$ cat config.mk
export PLATFORM = sky130hd
export DESIGN_NAME = mem_arbiter
export DESIGN_NICKNAME = d
export VERILOG_FILES = /design/src/rtl/mem_arbiter.sv
export SDC_FILE = /design/constraint.sdc
export NUM_CORES = 1
export LEC_CHECK = 0
export CAP_MARGIN = 20
export CELL_PAD_IN_SITES_DETAIL_PLACEMENT = 1
export CELL_PAD_IN_SITES_GLOBAL_PLACEMENT = 1
export CORE_ASPECT_RATIO = 0.6
export CORE_MARGIN = 2
export CORE_UTILIZATION = 30
export CTS_BUF_LIST = sky130_fd_sc_hd__clkbuf_8
export CTS_CLUSTER_DIAMETER = 60
export DETAILED_ROUTE_END_ITERATION = 16
export PLACE_DENSITY_LB_ADDON = 0.1
export SYNTH_ARGS = -nofsm -noshare
export SYNTH_HDL_FRONTEND = slang
export SYNTH_SLANG_ARGS = --single-unit
$ cat constraint.sdc
create_clock -name clk -period 5.02 [get_ports clk]
set_input_delay 0.753 -clock clk [delete_from_list [all_inputs] [get_ports clk]]
set_output_delay 0.753 -clock clk [all_outputs]
set_load 0.03 [all_outputs]
$ cat src/rtl/mem_arbiter.sv
// rtl/mem_arbiter.sv - I/D memory port arbiter with 8-word block fill and write-through sequencing
//
// Purpose: grants the single memory port to the I side (block fills) or the
// D side (block fills or single-word write-through), sequences the 8 fill
// issues and the 8 returned words, and pulses the owner's done on completion.
//
// Ports:
//   clk, rst                      clock, async active-high reset
//   i_req, i_addr                 I-side fill request (held until i_done) and miss address
//   d_req, d_wr, d_addr, d_wdata  D-side request (held until d_done), 1=write/0=fill, address, write data
//   mem_data_in, mem_data_valid   memory read return, valid 4 cycles after issue
//   mem_enable, mem_wr            memory issue strobe and write strobe
//   mem_addr, mem_data_out        memory address and write data
//   i_grant, d_grant              current owner of the memory port
//   fill_valid, fill_addr, fill_data  returned fill word for the owner's data array
//   i_done, d_done                1-cycle completion pulses
//
// Configuration: define MEM_ARB_RR_EN to resolve simultaneous requests
// round-robin; otherwise D always wins a tie.

module mem_arbiter (
  input  logic        clk,
  input  logic        rst,
  input  logic        i_req,
  input  logic [15:0] i_addr,
  input  logic        d_req,
  input  logic        d_wr,
  input  logic [15:0] d_addr,
  input  logic [15:0] d_wdata,
  input  logic [15:0] mem_data_in,
  input  logic        mem_data_valid,
  output logic        mem_enable,
  output logic        mem_wr,
  output logic [15:0] mem_addr,
  output logic [15:0] mem_data_out,
  output logic        i_grant,
  output logic        d_grant,
  output logic        fill_valid,
  output logic [15:0] fill_addr,
  output logic [15:0] fill_data,
  output logic        i_done,
  output logic        d_done
);

  typedef enum logic [1:0] {
    IDLE    = 2'd0,
    I_FILL  = 2'd1,
    D_FILL  = 2'd2,
    D_WRITE = 2'd3
  } state_t;

  state_t      state, next_state;
  logic [15:0] lat_addr;    // fill base (block aligned) or write address
  logic [15:0] lat_data;    // write-through data
  logic [2:0]  issue_cnt;
  logic [2:0]  ret_cnt;
  logic        issue_busy;  // high while fill issues remain; issue_cnt wraps after 7
  logic        pick_d, pick_i;

`ifdef MEM_ARB_RR_EN
  // last_d = 1 when D was granted most recently; a tie goes to the other side.
  logic last_d;

  always_comb begin
    pick_d = d_req & (~i_req | ~last_d);
    pick_i = i_req & ~pick_d;
  end

  always_ff @(posedge clk or posedge rst) begin
    if (rst) begin
      last_d <= 1'b1;
    end else if (state == IDLE && (pick_d || pick_i)) begin
      last_d <= pick_d;
    end
  end
`else
  always_comb begin
    pick_d = d_req;
    pick_i = i_req & ~d_req;
  end
`endif

  always_ff @(posedge clk or posedge rst) begin
    if (rst) begin
      state <= IDLE;
    end else begin
      state <= next_state;
    end
  end

  always_comb begin
    next_state   = state;
    mem_enable   = 1'b0;
    mem_wr       = 1'b0;
    mem_addr     = 16'h0000;
    mem_data_out = 16'h0000;
    i_grant      = 1'b0;
    d_grant      = 1'b0;
    fill_valid   = 1'b0;
    fill_addr    = 16'h0000;
    fill_data    = 16'h0000;
    i_done       = 1'b0;
    d_done       = 1'b0;
    case (state)
      IDLE: begin
        if (pick_d) begin
          next_state = d_wr ? D_WRITE : D_FILL;
        end else if (pick_i) begin
          next_state = I_FILL;
        end
      end
      I_FILL, D_FILL: begin
        i_grant    = (state == I_FILL);
        d_grant    = (state == D_FILL);
        mem_enable = issue_busy;
        if (issue_busy) begin
          mem_addr = lat_addr + {12'd0, issue_cnt, 1'b0};
        end
        // Returns are accepted only while a fill owns the port.
        if (mem_data_valid) begin
          fill_valid = 1'b1;
          fill_addr  = lat_addr + {12'd0, ret_cnt, 1'b0};
          fill_data  = mem_data_in;
          if (ret_cnt == 3'd7) begin
            i_done     = (state == I_FILL);
            d_done     = (state == D_FILL);
            next_state = IDLE;
          end
        end
      end
      D_WRITE: begin
        d_grant      = 1'b1;
        mem_enable   = 1'b1;
        mem_wr       = 1'b1;
        mem_addr     = lat_addr;
        mem_data_out = lat_data;
        d_done       = 1'b1;
        next_state   = IDLE;
      end
      default: next_state = IDLE;
    endcase
  end

  always_ff @(posedge clk or posedge rst) begin
    if (rst) begin
      lat_addr   <= 16'h0000;
      lat_data   <= 16'h0000;
      issue_cnt  <= 3'd0;
      ret_cnt    <= 3'd0;
      issue_busy <= 1'b0;
    end else begin
      case (state)
        IDLE: begin
          issue_cnt <= 3'd0;
          ret_cnt   <= 3'd0;
          if (pick_d) begin
            lat_addr   <= d_wr ? d_addr : (d_addr & 16'hFFF0);
            issue_busy <= ~d_wr;
            if (d_wr) begin
              lat_data <= d_wdata;
            end
          end else if (pick_i) begin
            lat_addr   <= i_addr & 16'hFFF0;
            issue_busy <= 1'b1;
          end
        end
        I_FILL, D_FILL: begin
          if (issue_busy) begin
            issue_cnt <= issue_cnt + 3'd1;
            if (issue_cnt == 3'd7) begin
              issue_busy <= 1'b0;
            end
          end
          if (mem_data_valid) begin
            ret_cnt <= ret_cnt + 3'd1;
          end
        end
        default: ;
      endcase
    end
  end

endmodule

==> flow_summary.rst <==
.. list-table::
   :header-rows: 1

   * - Metric
     - Value
   * - Status
     - complete, no violations
   * - RSZ-0062 raised after global routing
     - false
   * - Layout net count
     - 547
   * - Static leakage
     - 1.923 nW
   * - Tightest Pin Transition
     - 1.065 ns
   * - WL per Instance
     - 17.07 um
   * - # clock sinks
     - 41
   * - PnR worst setup slack
     - 0.7641 ns
   * - Clock tree from TritonCTS
     - done
   * - Share of post-route cells with drive strength above 1
     - 0.07375
   * - Post-route antenna net violation count
     - 0
   * - Number of warnings reported in the yosys synthesis log
     - 0
   * - Register-to-Register Setup Slack
     - 2.59 ns
   * - Clock buffer count from CTS
     - 5
   * - Post-route DRC violation count
     - 0
   * - Number of global-route vias before repair
     - 3034
   * - Endpoint kind of the worst setup timing path
     - output pin
   * - Post-route clock skew
     - 0.002184 ns
   * - Worst endpoint required time
     - 4.27 ns
   * - Largest net degree at the start of global routing
     - 42
   * - Hold Buf Count CTS
     - 0
   * - Peak supply drop
     - 0.2681 mV
   * - # port buffers
     - 136
   * - Core area
     - 9844 sq um
   * - Count of TritonRoute iterations in the first routing pass
     - 4
   * - Path depth of the worst reg2reg path
     - 4
   * - MaxCap Viol Count
     - 0
   * - Wire length of the first global-routing pass
     - 16280 um
   * - Hold-critical path depth
     - 1
   * - Mapped Nets
     - 426
   * - Power density cells
     - 536.5 nW/um^2
   * - Final TNS setup
     - 0 ns
   * - Via count
     - 2972
   * - CTS clk-pin slew, worst paths
     - 0.08 ns
   * - Total routing usage reported by global routing
     - 0.1905
   * - Layout overhead on the synthesized area
     - 51.55%
   * - Post-CTS Repair Setup Buffers
     - 0
   * - Number of distinct library cell variants in the gate-level netlist after synthesis
     - 51
   * - Total number of placement rows
     - 28
   * - FILL cells
     - 1119
   * - Minimum period implied by the final worst setup slack
     - 4.256 ns
   * - EDFF count, synth
     - 0
   * - Critical setup path kind
     - reg -> out
   * - Kind of start point of the critical path
     - flop
   * - Headroom to the max-slew limit
     - 0.2900
   * - Data arrival time at the worst-slack endpoint
     - 3.50 ns
   * - Final Max Slew Viols
     - 0
   * - Resized Gates After CTS
     - 0
   * - Crit-path max FO
     - 28
   * - Num ports
     - 141
   * - Effective utilization at floorplan
     - 0.3085
   * - Worst-skew pair later-pin latency
     - 0.30 ns
   * - Post-route clock period utilization
     - 0.8478
   * - Number of cells produced by synthesis
     - 339
   * - Total gr overflow
     - 0
   * - Die area
     - 10970 sq um
   * - Die boundary height
     - 81.93 um
   * - Syn avg cell area
     - 8.958 sq um
   * - Antenna Diode Count
     - 0
   * - Summed instance area of the synthesized netlist
     - 3037 sq um
   * - Fraction of registers with async set or reset after synthesis
     - 1.000
   * - Part of the Yosys area used for sequential elements
     - 0.3379
   * - Register bit count reported by yosys
     - 41
   * - Horizontal extent of the die
     - 133.9 um
   * - Post-Place Worst Slack
     - 1.082 ns
   * - Drt total wl
     - 10170 um
   * - Root buffer cell
     - clkbuf_8
   * - Detail Placement HPWL
     - 7858 um
   * - Fmax
     - 0.2350 GHz
   * - Maximum count of clock buffers along a single path
     - 2
   * - Number of violations reported at the end of detailed-routing iteration 0
     - 106
   * - Hold violation count in the final report
     - 0
   * - H-tree levels
     - 2
   * - Worst hold path class
     - reg -> reg
   * - Final number of setup-violating endpoints
     - 0
   * - Global placer's final weighted congestion
     - 0.7844
   * - Dominant register cell in the synthesized netlist
     - dfrtp_1
   * - Detail-routed via count per cell
     - 4.987
   * - Initial antenna violation count
     - 0
-- power by group --
group | internal, mW | leakage (nW) | switching, mW
clock network | 0.200 | 0.0687 | 0.127
registers | 0.483 | 0.506 | 0.212
logic | 0.624 | 1.35 | 0.823
-- flip-flops by register name (all words and copies together), names as in the netlist --
register    flops
lat_addr       16
lat_data       16
ret_cnt         3
state           2
issue_busy      1
issue_cnt       3
-- critical path: stages, from the launching register on --
cell	delay [ns]
dfrtp_1	0.38
inv_1	0.10
ha_1	0.80
and3b_1	0.54
o211ai_1	0.23
o21a_1	0.23
a31oi_1	0.19
clkdlybuf4s50_1	0.71
-- layout make-up --
type,instances,area [sq um],area share
Tap cell,135,168.9,0.03670
Multi-Input combinational cell,257,1826,0.3967
Timing Repair Buffer,139,1384,0.3007
Sequential cell,41,1026,0.2229
Clock inverter,3,68.82,0.01495
Inverter,16,60.06,0.01305
Clock buffer,5,68.82,0.01495
-- layer usage --
layer / part of all wire / vias to the layer above / track usage
met5: 0 / - / 0
met3: 0.070 / 5 / 0.06667
met2: 0.43 / 74 / 0.2908
met4: 0.0039 / 0 / 0.02872
met1: 0.49 / 1449 / 0.2647
li1: - / 1444 / -
-- layout by cell type, fill, tap and decap left out, types with 3 or more instances in the layout --
master,count
clkdlybuf4s50_1,136
dfrtp_1,41
o21ai_0,35
nand2_1,27
and3_1,21
and2_1,18
mux2i_1,17
inv_1,15
ha_1,15
mux2_2,12
nor2_1,12
a21oi_1,12
xnor2_1,9
nand3_1,7
a22o_1,6
or3_1,5
a31oi_1,5
clkbuf_8,5
mux2_1,4
nand4_1,4
o31a_1,3
nor3_1,3
o21a_1,3
buf_4,3
-- cell families after synthesis --
group           after synthesis  share of synthesized area
compound gates               82                     0.1685
xor+xnor                     11                    0.03173
fa+ha+maj                    17                    0.07499
buf+inv                      41                    0.06222
flops                        41                     0.3379
mux                          33                     0.1154
simple gates                114                     0.2093
-- path summary, 6_finish.rpt --
path / from / to
worst max-delay path: state[0]$_DFFE_PP0P_ / mem_addr[15]
worst min register to register: lat_data[2]$_DFFE_PP0P_ / lat_data[2]$_DFFE_PP0P_
max in group asynchronous: rst / lat_addr[9]$_DFFE_PP0P_
min in group asynchronous: rst / lat_data[4]$_DFFE_PP0P_
worst min-delay path: lat_data[2]$_DFFE_PP0P_ / lat_data[2]$_DFFE_PP0P_
worst max register to register: state[0]$_DFFE_PP0P_ / lat_data[5]$_DFFE_PP0P_
-- metrics by stage --
stage	instances	instance area, sq um	power (mW)	hold WS (ns)	utilization
after floorplan	339	3037	1.613	0.4489	-
after CTS	596	4602	2.502	0.4915	0.4675
after global placement	588	4464	2.113	0.4590	0.4535
after global routing	596	4602	2.665	0.5183	0.4675
final	596	4602	2.469	0.4845	0.4675
after detailed placement	588	4464	2.161	0.4710	0.4535
-- cell usage after synthesis, types with 3 or more instances --
master / count / share of area
nand2_1: 27 / 0.033
inv_1: 16 / 0.020
a22o_1: 6 / 0.017
buf_2: 14 / 0.023
o21a_1: 3 / 0.0074
a31oi_1: 5 / 0.010
nand3_1: 7 / 0.012
nor2_1: 12 / 0.015
and3_1: 21 / 0.043
mux2_1: 4 / 0.015
ha_1: 15 / 0.062
mux2i_1: 17 / 0.056
o21ai_0: 35 / 0.058
xnor2_1: 9 / 0.026
nand4_1: 4 / 0.0082
a21oi_1: 12 / 0.020
and2_1: 18 / 0.037
nor3_1: 3 / 0.0049
clkbuf_1: 9 / 0.011
or3_1: 5 / 0.010
dfrtp_1: 41 / 0.34
mux2_2: 12 / 0.044
o31a_1: 3 / 0.0087
Note: power is estimated with default switching activity, not from simulation.
